[config.mk]
export PLATFORM = sky130hd
export DESIGN_NAME = dm_store_buffer
export DESIGN_NICKNAME = d
export VERILOG_FILES = /design/src/rtl/dm_store_buffer.sv
export SDC_FILE = /design/constraint.sdc
export NUM_CORES = 1
export LEC_CHECK = 0
export CORE_MARGIN = 4
export CORE_UTILIZATION = 45
export DETAILED_ROUTE_END_ITERATION = 7
export PLACE_DENSITY = 0.77
export SETUP_SLACK_MARGIN = 0.4
export SYNTH_ARGS = -nofsm -noshare
export SYNTH_HDL_FRONTEND = slang
export SYNTH_SLANG_ARGS = --single-unit
[constraint.sdc]
create_clock -name CLK -period 4.36 [get_ports CLK]
set_clock_uncertainty 0.1 [all_clocks]
set_input_delay 0.654 -clock CLK [delete_from_list [all_inputs] [get_ports CLK]]
set_output_delay 0.654 -clock CLK [all_outputs]
set_load 0.05 [all_outputs]
[src/rtl/dm_store_buffer.sv]
// Store FIFO between EX/MEM and data memory with youngest-match load forwarding.
// Enqueue-to-DM latency 1 cycle; ST_READY drops when full (STALL holds pipeline), DM_EN gates drain.
module dm_store_buffer #(
   parameter int DEPTH  = 4,
   parameter int PTR_W  = 2,
   parameter int IDX_HI = 11
) (
   input  logic             CLK,
   input  logic             Reset,
   input  logic             ST_VALID,
   input  logic [31:0]      ST_ADDR,
   input  logic [31:0]      ST_DATA,
   input  logic [31:0]      ST_PC,
   output logic             ST_READY,
   output logic             STALL,
   input  logic [31:0]      LD_ADDR,
   output logic             LD_HIT,
   output logic [31:0]      LD_DATA,
   input  logic             DM_EN,
   output logic             DM_WE,
   output logic [31:0]      DM_ADDR,
   output logic [31:0]      DM_WDATA,
   output logic [31:0]      DM_PC,
   output logic [PTR_W:0]   COUNT,
   output logic             EMPTY,
   output logic             FULL
);

   localparam int IDX_W = IDX_HI - 1;
   localparam logic [PTR_W:0] DEPTH_CNT = (PTR_W+1)'(DEPTH);

   typedef struct packed {
      logic [IDX_W-1:0] idx;
      logic [31:0]      data;
      logic [31:0]      pc;
   } entry_t;

   entry_t             mem [DEPTH];
   logic [PTR_W-1:0]   head;
   logic [PTR_W-1:0]   tail;
   logic [PTR_W:0]     count;
   logic [PTR_W-1:0]   slot;
   logic               enq;
   logic               deq;
   logic [IDX_W-1:0]   ld_idx;
   logic               unused_addr_bits;

   // Upper address bits alias onto the 1024-word DM; byte offset is ignored.
   assign unused_addr_bits = ^{ST_ADDR[31:IDX_HI+1], ST_ADDR[1:0],
                               LD_ADDR[31:IDX_HI+1], LD_ADDR[1:0]};

   assign ld_idx   = LD_ADDR[IDX_HI:2];
   assign COUNT    = count;
   assign EMPTY    = (count == '0);
   assign FULL     = (count == DEPTH_CNT);
   assign ST_READY = !FULL;
   assign STALL    = ST_VALID & FULL;
   assign enq      = ST_VALID & ST_READY;
   assign DM_WE    = !EMPTY & DM_EN & !Reset;
   assign deq      = DM_WE;

   assign DM_ADDR  = {{(30-IDX_W){1'b0}}, mem[head].idx, 2'b00};
   assign DM_WDATA = mem[head].data;
   assign DM_PC    = mem[head].pc;

   always_ff @(posedge CLK) begin
      if (Reset) begin
         head  <= '0;
         tail  <= '0;
         count <= '0;
      end else begin
         if (enq) tail <= tail + 1'b1;
         if (deq) head <= head + 1'b1;
         case ({enq, deq})
            2'b10:   count <= count + 1'b1;
            2'b01:   count <= count - 1'b1;
            default: count <= count;
         endcase
      end
   end

   // Contents need no reset: COUNT masks stale entries.
   always_ff @(posedge CLK) begin
      if (enq) begin
         mem[tail].idx  <= ST_ADDR[IDX_HI:2];
         mem[tail].data <= ST_DATA;
         mem[tail].pc   <= ST_PC;
      end
   end

   // Walk oldest to youngest so the last match wins.
   always_comb begin
      LD_HIT  = 1'b0;
      LD_DATA = '0;
      slot    = '0;
      for (int k = 0; k < DEPTH; k++) begin
         slot = head + k[PTR_W-1:0];
         if ((k[PTR_W:0] < count) && (mem[slot].idx == ld_idx)) begin
            LD_HIT  = 1'b1;
            LD_DATA = mem[slot].data;
         end
      end
   end

endmodule

==> impl_results.md, run 1 <==
- Library cells used by synthesis: 53
- Drt drc: 0
- Slew margin rel.: 0.265
- Power Density: 458 nW/µm²
- Gpl congestion: 0.893
- Leading area contributor after synthesis: edfxtp_1
- Sw frac: 0.326
- Top cell by count, worst path: buf_12
- Number of synthesized flops with an enable pin: 296
- Max-Cap Viols: 0
- Crit path arrival time: 3.46 ns
- Via density: 5.85
- Syn avg cell area: 14.7 µm²
- Critical Path, Cell by Cell: buf_6, buf_12, mux2i_4, mux2i_1, a22o_1, a2111o_1, a211oi_4, buf_6, buf_12, nand2_2, a211oi_4, buf_12
- Wire per inst: 22.7 µm
- Total CTS buffers: 31
- Fraction of layout cells with a size suffix above 1: 0.301
- Filler cells: 2660
- CP Capture Type: output pin
- R2r worst-path depth: 5
- Input/output buffers: 202
- Slew Limit Fails: 0
- Gr ovfl total: 0
- Clock sink total: 305
- Number of global-route vias before repair: 10700
- Fin util: 0.600
- Std cell rows: 68
- DRC marker count from the first detailed-route iteration: 559
- # diodes: 0
- Register area share after synthesis: 0.564
- Area Overhead vs Synth: 30.2%
- Hold endpoint: tail[1]
- Initial antenna violation count: 4
- R2R setup slack: 1.88 ns
- Yosys reg bits: 305
- FF-to-FF Start: COUNT[0]
- Root buf cell: clkbuf_16
- Worst Hold Depth: 2
- Status: finished clean
- RSZ-0062 raised after global routing: yes
- Crit-path max cell delay: 0.45 ns
- Final Hold Fails: 0
- Internal: 6460 µW
- Die W: 197 µm
- Peak VDD IR: 0.000473 V
- Core area: 34900 µm²
- I/O Pins: 269
- Total number of H-tree levels: 1
- Area contributors post-synth: edfxtp_1, mux4_2, mux2i_1, mux2_2, a211oi_2
- Bufs and invs on worst path: 5
- Fin nets: 1446
- Die Ht: 197 µm
- Hpwl dp: 24.5 mm
- Initial core utilization: 0.461
- Synth Instances: 1096
- Period minus WS final: 4.21 ns
- Setup tns final: 0 ns
- First-pass GRT wire length: 62.3 mm
- Count leader, synth: edfxtp_1
- CTS tree: built
- CP Class: reg -> out
- Worst path required time: 3.61 ns
- Share of the synthesized area in the top cell type: 0.553
- Commonest cells post-synth: edfxtp_1, mux4_2, nand2_1
- Hold crit path type: reg -> reg
- Skew-Pair Late Insertion Delay: 0.56 ns
- Pin count of the biggest net entering global routing: 116
- Die area: 38800 µm²
- Clk pwr share: 0.298
- Synth warn: 0
- Drt total wl: 40.4 mm
- Worst Hold Launch: tail[1]
- FFs w/ async S/R, synth: 0
- Detailed Routing Iterations Pass 1: 5
- Top delay family on crit path: compound AO/OA/AOI/OAI gates
- Type of origin of the critical path: register
- Leak Pwr: 0.00675 µW
- GRT Resource Usage Total: 0.204
- Worst R2R End: mem[3][3]
- Final Cycle Share: 0.966
- DRT antenna net count: 0
- Via Count: 10400
- Clock Path Buffers: 3
- Highest-delay cell along the critical path: dfxtp_4
- Predominant post-synthesis flop cell: edfxtp_1
- Clock slew at reported path FFs: 0.06 ns
- Fmax: 237 MHz
- Worst slew pin tran: 1.10 ns
- Seq pwr share: 0.369
- NetSw: 3120 µW
- CP max FO: 8
- Setup Viol. Count Final: 0
- Mapped cell area: 16100 µm²
- Logic pwr share: 0.333
- Cts hold-fix bufs: 0
stage by stage:
stage          instances  instance area, µm²  worst slack [ns]  hold WS (ns)  power, µW
2_1_floorplan       1117               16200             0.462         0.369       5780
3_3_place_gp        1695               18800             0.157         0.387       6560
3_5_place_dp        1695               18800             0.177         0.399       6600
4_1_cts             1775               20600            0.0509         0.408       9570
5_1_grt             1784               20900            0.0206         0.440       9990
6_report            1784               20900             0.149         0.421       9580
worst max path at each step:
stage / to / slack (ns) / cells past startpoint / startpoint
2_1_floorplan: LD_DATA[13] / 0.46 / 8 / LD_ADDR[9]
5_1_grt: LD_DATA[6] / 0.02 / 12 / register
3_5_place_dp: LD_DATA[3] / 0.18 / 10 / LD_ADDR[2]
4_1_cts: LD_DATA[31] / 0.05 / 11 / register
3_3_place_gp: LD_DATA[3] / 0.16 / 10 / LD_ADDR[2]
6_report: LD_DATA[31] / 0.15 / 12 / register
cell type report:
class,instances,area (µm²),area share
Clock inverter,26,337,0.0161
Clock buffer,31,776,0.0371
Multi-Input combinational cell,689,7030,0.336
Timing Repair Buffer,266,3070,0.147
Inverter,11,45.0,0.00215
Timing Repair inverter,1,5.00,0.000239
Tap cell,455,569,0.0272
Sequential cell,305,9080,0.434
cell families after synthesis:
kind of cell    count (synthesis)  share of synthesized area
simple gates                  212                     0.0565
fa+ha+maj                       9                    0.00701
flops                         305                      0.564
other cells                     1                   0.000233
buf+inv                       123                     0.0406
mux                           225                      0.227
xor+xnor                       43                     0.0234
compound gates                178                     0.0814
registers in the layout, indices dropped and copies added, names as in the netlist, named ones only:
name	flops
tail	2
head	2
COUNT	3
mem	296
cell usage in the layout (no fill, tap or decap), types with 32 or more instances in the layout:
master           instances
edfxtp_1               296
clkdlybuf4s50_1        169
mux4_2                 107
mux2i_1                 66
nor2_1                  60
nand2_1                 54
o21ai_0                 45
buf_12                  39
mux2_2                  33
a21oi_1                 33
a211oi_1                33
nor3_1                  32
clkbuf_16               32
buf_4                   32
worst min-delay path: stages, from the launching register on:
cell and delay, ns:
dfxtp_1 0.35, nand2_1 0.07, a21oi_1 0.06
layer usage:
| metal | vias to the layer above | part of all wire | track usage |
|---|---|---|---|
| li1 | 4708 | - | - |
| met1 | 5267 | 0.39 | 0.260 |
| met2 | 375 | 0.50 | 0.349 |
| met3 | 81 | 0.081 | 0.0552 |
| met4 | 8 | 0.026 | 0.0555 |
| met5 | - | 0.0016 | 0 |
timing repair:
action,4_1_cts,5_1_grt
resized for setup,100,56
buffers inserted,19,9
setup endpoints to repair,79,65
pin swaps,36,15
cloned,4,0
power groups by stage:
stage / registers, µW / logic (µW) / clock network [µW]
after global routing: 3560 / 3380 / 3060
after floorplan: 3560 / 2220 / 0
after CTS: 3540 / 3120 / 2910
final: 3540 / 3190 / 2850
after detailed placement: 3610 / 2990 / 0
after global placement: 3600 / 2960 / 0
No activity file was read; power rests on OpenSTA's default activity.
==> inputs of run 2 (changes only) <==
- SLEW_MARGIN: default -> 20
==> run 2 against run 1 <==
Against the previous run: non-clock buffer count grew 1; design area grew 0.13%; register-to-register slack is essentially flat; combinational power hardly changed; total power is essentially flat; core utilization grew 0.079 points; sequential power about the same; die area unchanged; worst setup slack worse by 0.0044 ns; sequential cell count unchanged; cell count about the same; wire length increased by 0.38%.
==> impl_results.md, run 2 (synthesized netlist as in run 1, its figures left out) <==
- Status: finished clean
- DRC marker count from the first detailed-route iteration: 544 (-2.7%)
- Std cell rows: 68 (unchanged)
- CP Class: reg -> out
- Initial antenna violation count: 4 (unchanged)
- Max-Cap Viols: 0 (unchanged)
- Setup Viol. Count Final: 0 (unchanged)
- Area Overhead vs Synth: 30.3%
- Gr ovfl total: 0 (unchanged)
- Clock sink total: 305 (unchanged)
- Fmax: 237 MHz (-0.11%)
- Worst Hold Depth: 2 (unchanged)
- Post-route cell area: 20900 µm² (+0.13%)
- First-pass GRT wire length: 62.3 mm (unchanged)
- Total number of H-tree levels: 1 (unchanged)
- Worst slew pin tran: 0.727 ns (-0.375 ns)
- Biggest register: mem
- Pin count of the biggest net entering global routing: 116 (unchanged)
- Most frequent cells in the layout: edfxtp_1, clkdlybuf4s50_1, mux4_2, mux2i_1, nor2_1
- Fin nets: 1447 (+0.069%)
- Final Hold Fails: 0 (unchanged)
- Peak VDD IR: 0.000473 V (about the same)
- Crit-path max cell delay: 0.45 ns (about the same)
- Slew Limit Fails: 0 (unchanged)
- GRT Resource Usage Total: 0.204 (unchanged)
- Clock slew at reported path FFs: 0.06 ns (about the same)
- Via Count: 10400 (-0.14%)
- Initial core utilization: 0.461 (unchanged)
- Number of global-route vias before repair: 10700 (unchanged)
- Top delay family on crit path: compound AO/OA/AOI/OAI gates
- Commonest non-fill, non-tap cell in the layout: edfxtp_1
- Worst R2R End: mem[3][3]
- Slew margin rel.: 0.515 (+0.250)
- Type of origin of the critical path: register
- DRT antenna net count: 0 (unchanged)
- R2R setup slack: 1.88 ns (about the same)
- Detailed Routing Iterations Pass 1: 5 (unchanged)
- Input/output buffers: 202 (unchanged)
- Hold crit path type: reg -> reg
- Hold endpoint: tail[1]
- Power Density: 458 nW/µm² (about the same)
- Period minus WS final: 4.22 ns (+0.00445 ns)
- R2r worst-path depth: 5 (unchanged)
- Root buf cell: clkbuf_16
- Wire per inst: 22.7 µm (+0.32%)
- Total CTS buffers: 31 (unchanged)
- Die Ht: 197 µm (unchanged)
- Final Cycle Share: 0.967 (+0.00102)
- Crit path arrival time: 3.46 ns (about the same)
- Max reg flops: 296 (unchanged)
- Core area: 34900 µm² (unchanged)
- Die area: 38800 µm² (unchanged)
- Drt drc: 0 (unchanged)
- Drt total wl: 40.6 mm (+0.38%)
- CP Capture Type: output pin
- Via density: 5.84 (-0.20%)
- Hpwl dp: 24.5 mm (unchanged)
- Critical Path, Cell by Cell: buf_6, buf_12, mux2i_4, mux2i_1, a22o_1, a2111o_1, a211oi_4, buf_6, buf_12, nand2_1, a211oi_2, buf_12
- Gpl congestion: 0.893 (unchanged)
- Worst path required time: 3.61 ns (about the same)
- CP max FO: 8 (unchanged)
- Skew-Pair Late Insertion Delay: 0.56 ns (about the same)
- Clock Path Buffers: 3 (unchanged)
- FF-to-FF Start: COUNT[0]
- Bufs and invs on worst path: 5 (unchanged)
- Fraction of layout cells with a size suffix above 1: 0.302 (+0.000526)
- CTS tree: built
- # diodes: 0 (unchanged)
- Fin util: 0.600 (+0.000789)
- I/O Pins: 269 (unchanged)
- Worst Hold Launch: tail[1]
- Leak Pwr: 0.00677 µW (+0.17%)
- Top cell by count, worst path: buf_12
- Placement Cell Area: 18800 µm² (unchanged)
- Die W: 197 µm (unchanged)
- RSZ-0062 raised after global routing: yes
- Highest-delay cell along the critical path: dfxtp_4
- Setup tns final: 0 ns (unchanged)
==> run 2: changes by cell type in the layout (fill, tap and decap cells not counted), sizes merged <==
cell,change
buf,+1
==> run 2: worst reg2reg max path, cell delays in order, from the launching register on <==
cell and delay, ns:
dfxtp_1 0.47, inv_1 0.13, ha_1 0.25, nand2_1 0.24
and3_4 0.52, buf_12 0.42
==> run 2: stage by stage <==
stage | setup WS, ns | instances | total power (µW) | hold slack [ns]
floorplan | 0.462 | 1117 | 5780 | 0.369
global placement | 0.157 | 1695 | 6560 | 0.387
detailed placement | 0.177 | 1695 | 6600 | 0.399
CTS | 0.0509 | 1775 | 9570 | 0.408
global route | 0.0206 | 1785 | 10000 | 0.440
finish | 0.144 | 1785 | 9590 | 0.420
==> run 2: report_power, final <==
part           switching (µW)  leakage [µW]  total, µW  internal (µW)
sequential                119       0.00279       3540           3420
combinational            1870       0.00344       3190           1320
clock                    1130      0.000534       2850           1720
total                    3120       0.00677       9590           6460
==> run 2: routing by layer <==
metal  track usage  vias to the layer above  wire (µm)
met1         0.260                     5227      15900
met4        0.0555                        8       1050
met5             0                        -         65
met2         0.349                      400      20100
li1              -                     4708          -
met3        0.0552                       81       3420
==> run 2: worst max path at each step <==
stage	to	slack, ns	cells past startpoint
final	LD_DATA[0]	0.14	12
after global routing	LD_DATA[6]	0.02	12
after CTS	LD_DATA[31]	0.05	11
after detailed placement	LD_DATA[3]	0.18	10
after global placement	LD_DATA[3]	0.16	10
after floorplan	LD_DATA[13]	0.46	8
==> run 2: repair_timing <==
item | 4_1_cts | 5_1_grt
setup buffers | 19 | 9
pin swaps | 36 | 15
resized for setup | 100 | 56
cloned | 4 | 0
hold buffers | 0 | 0
endpoints found under the setup margin | 79 | 65
==> run 2: cell type report <==
type	count	area [µm²]
fillers	2658	13900
flip-flops and latches	305	9080
multi-input cells	689	7030
repair buffers	267	3100
clock buffers	31	776
well taps	455	569
clock inverters	26	337
inverters	11	45.0
repair inverters	1	5.00
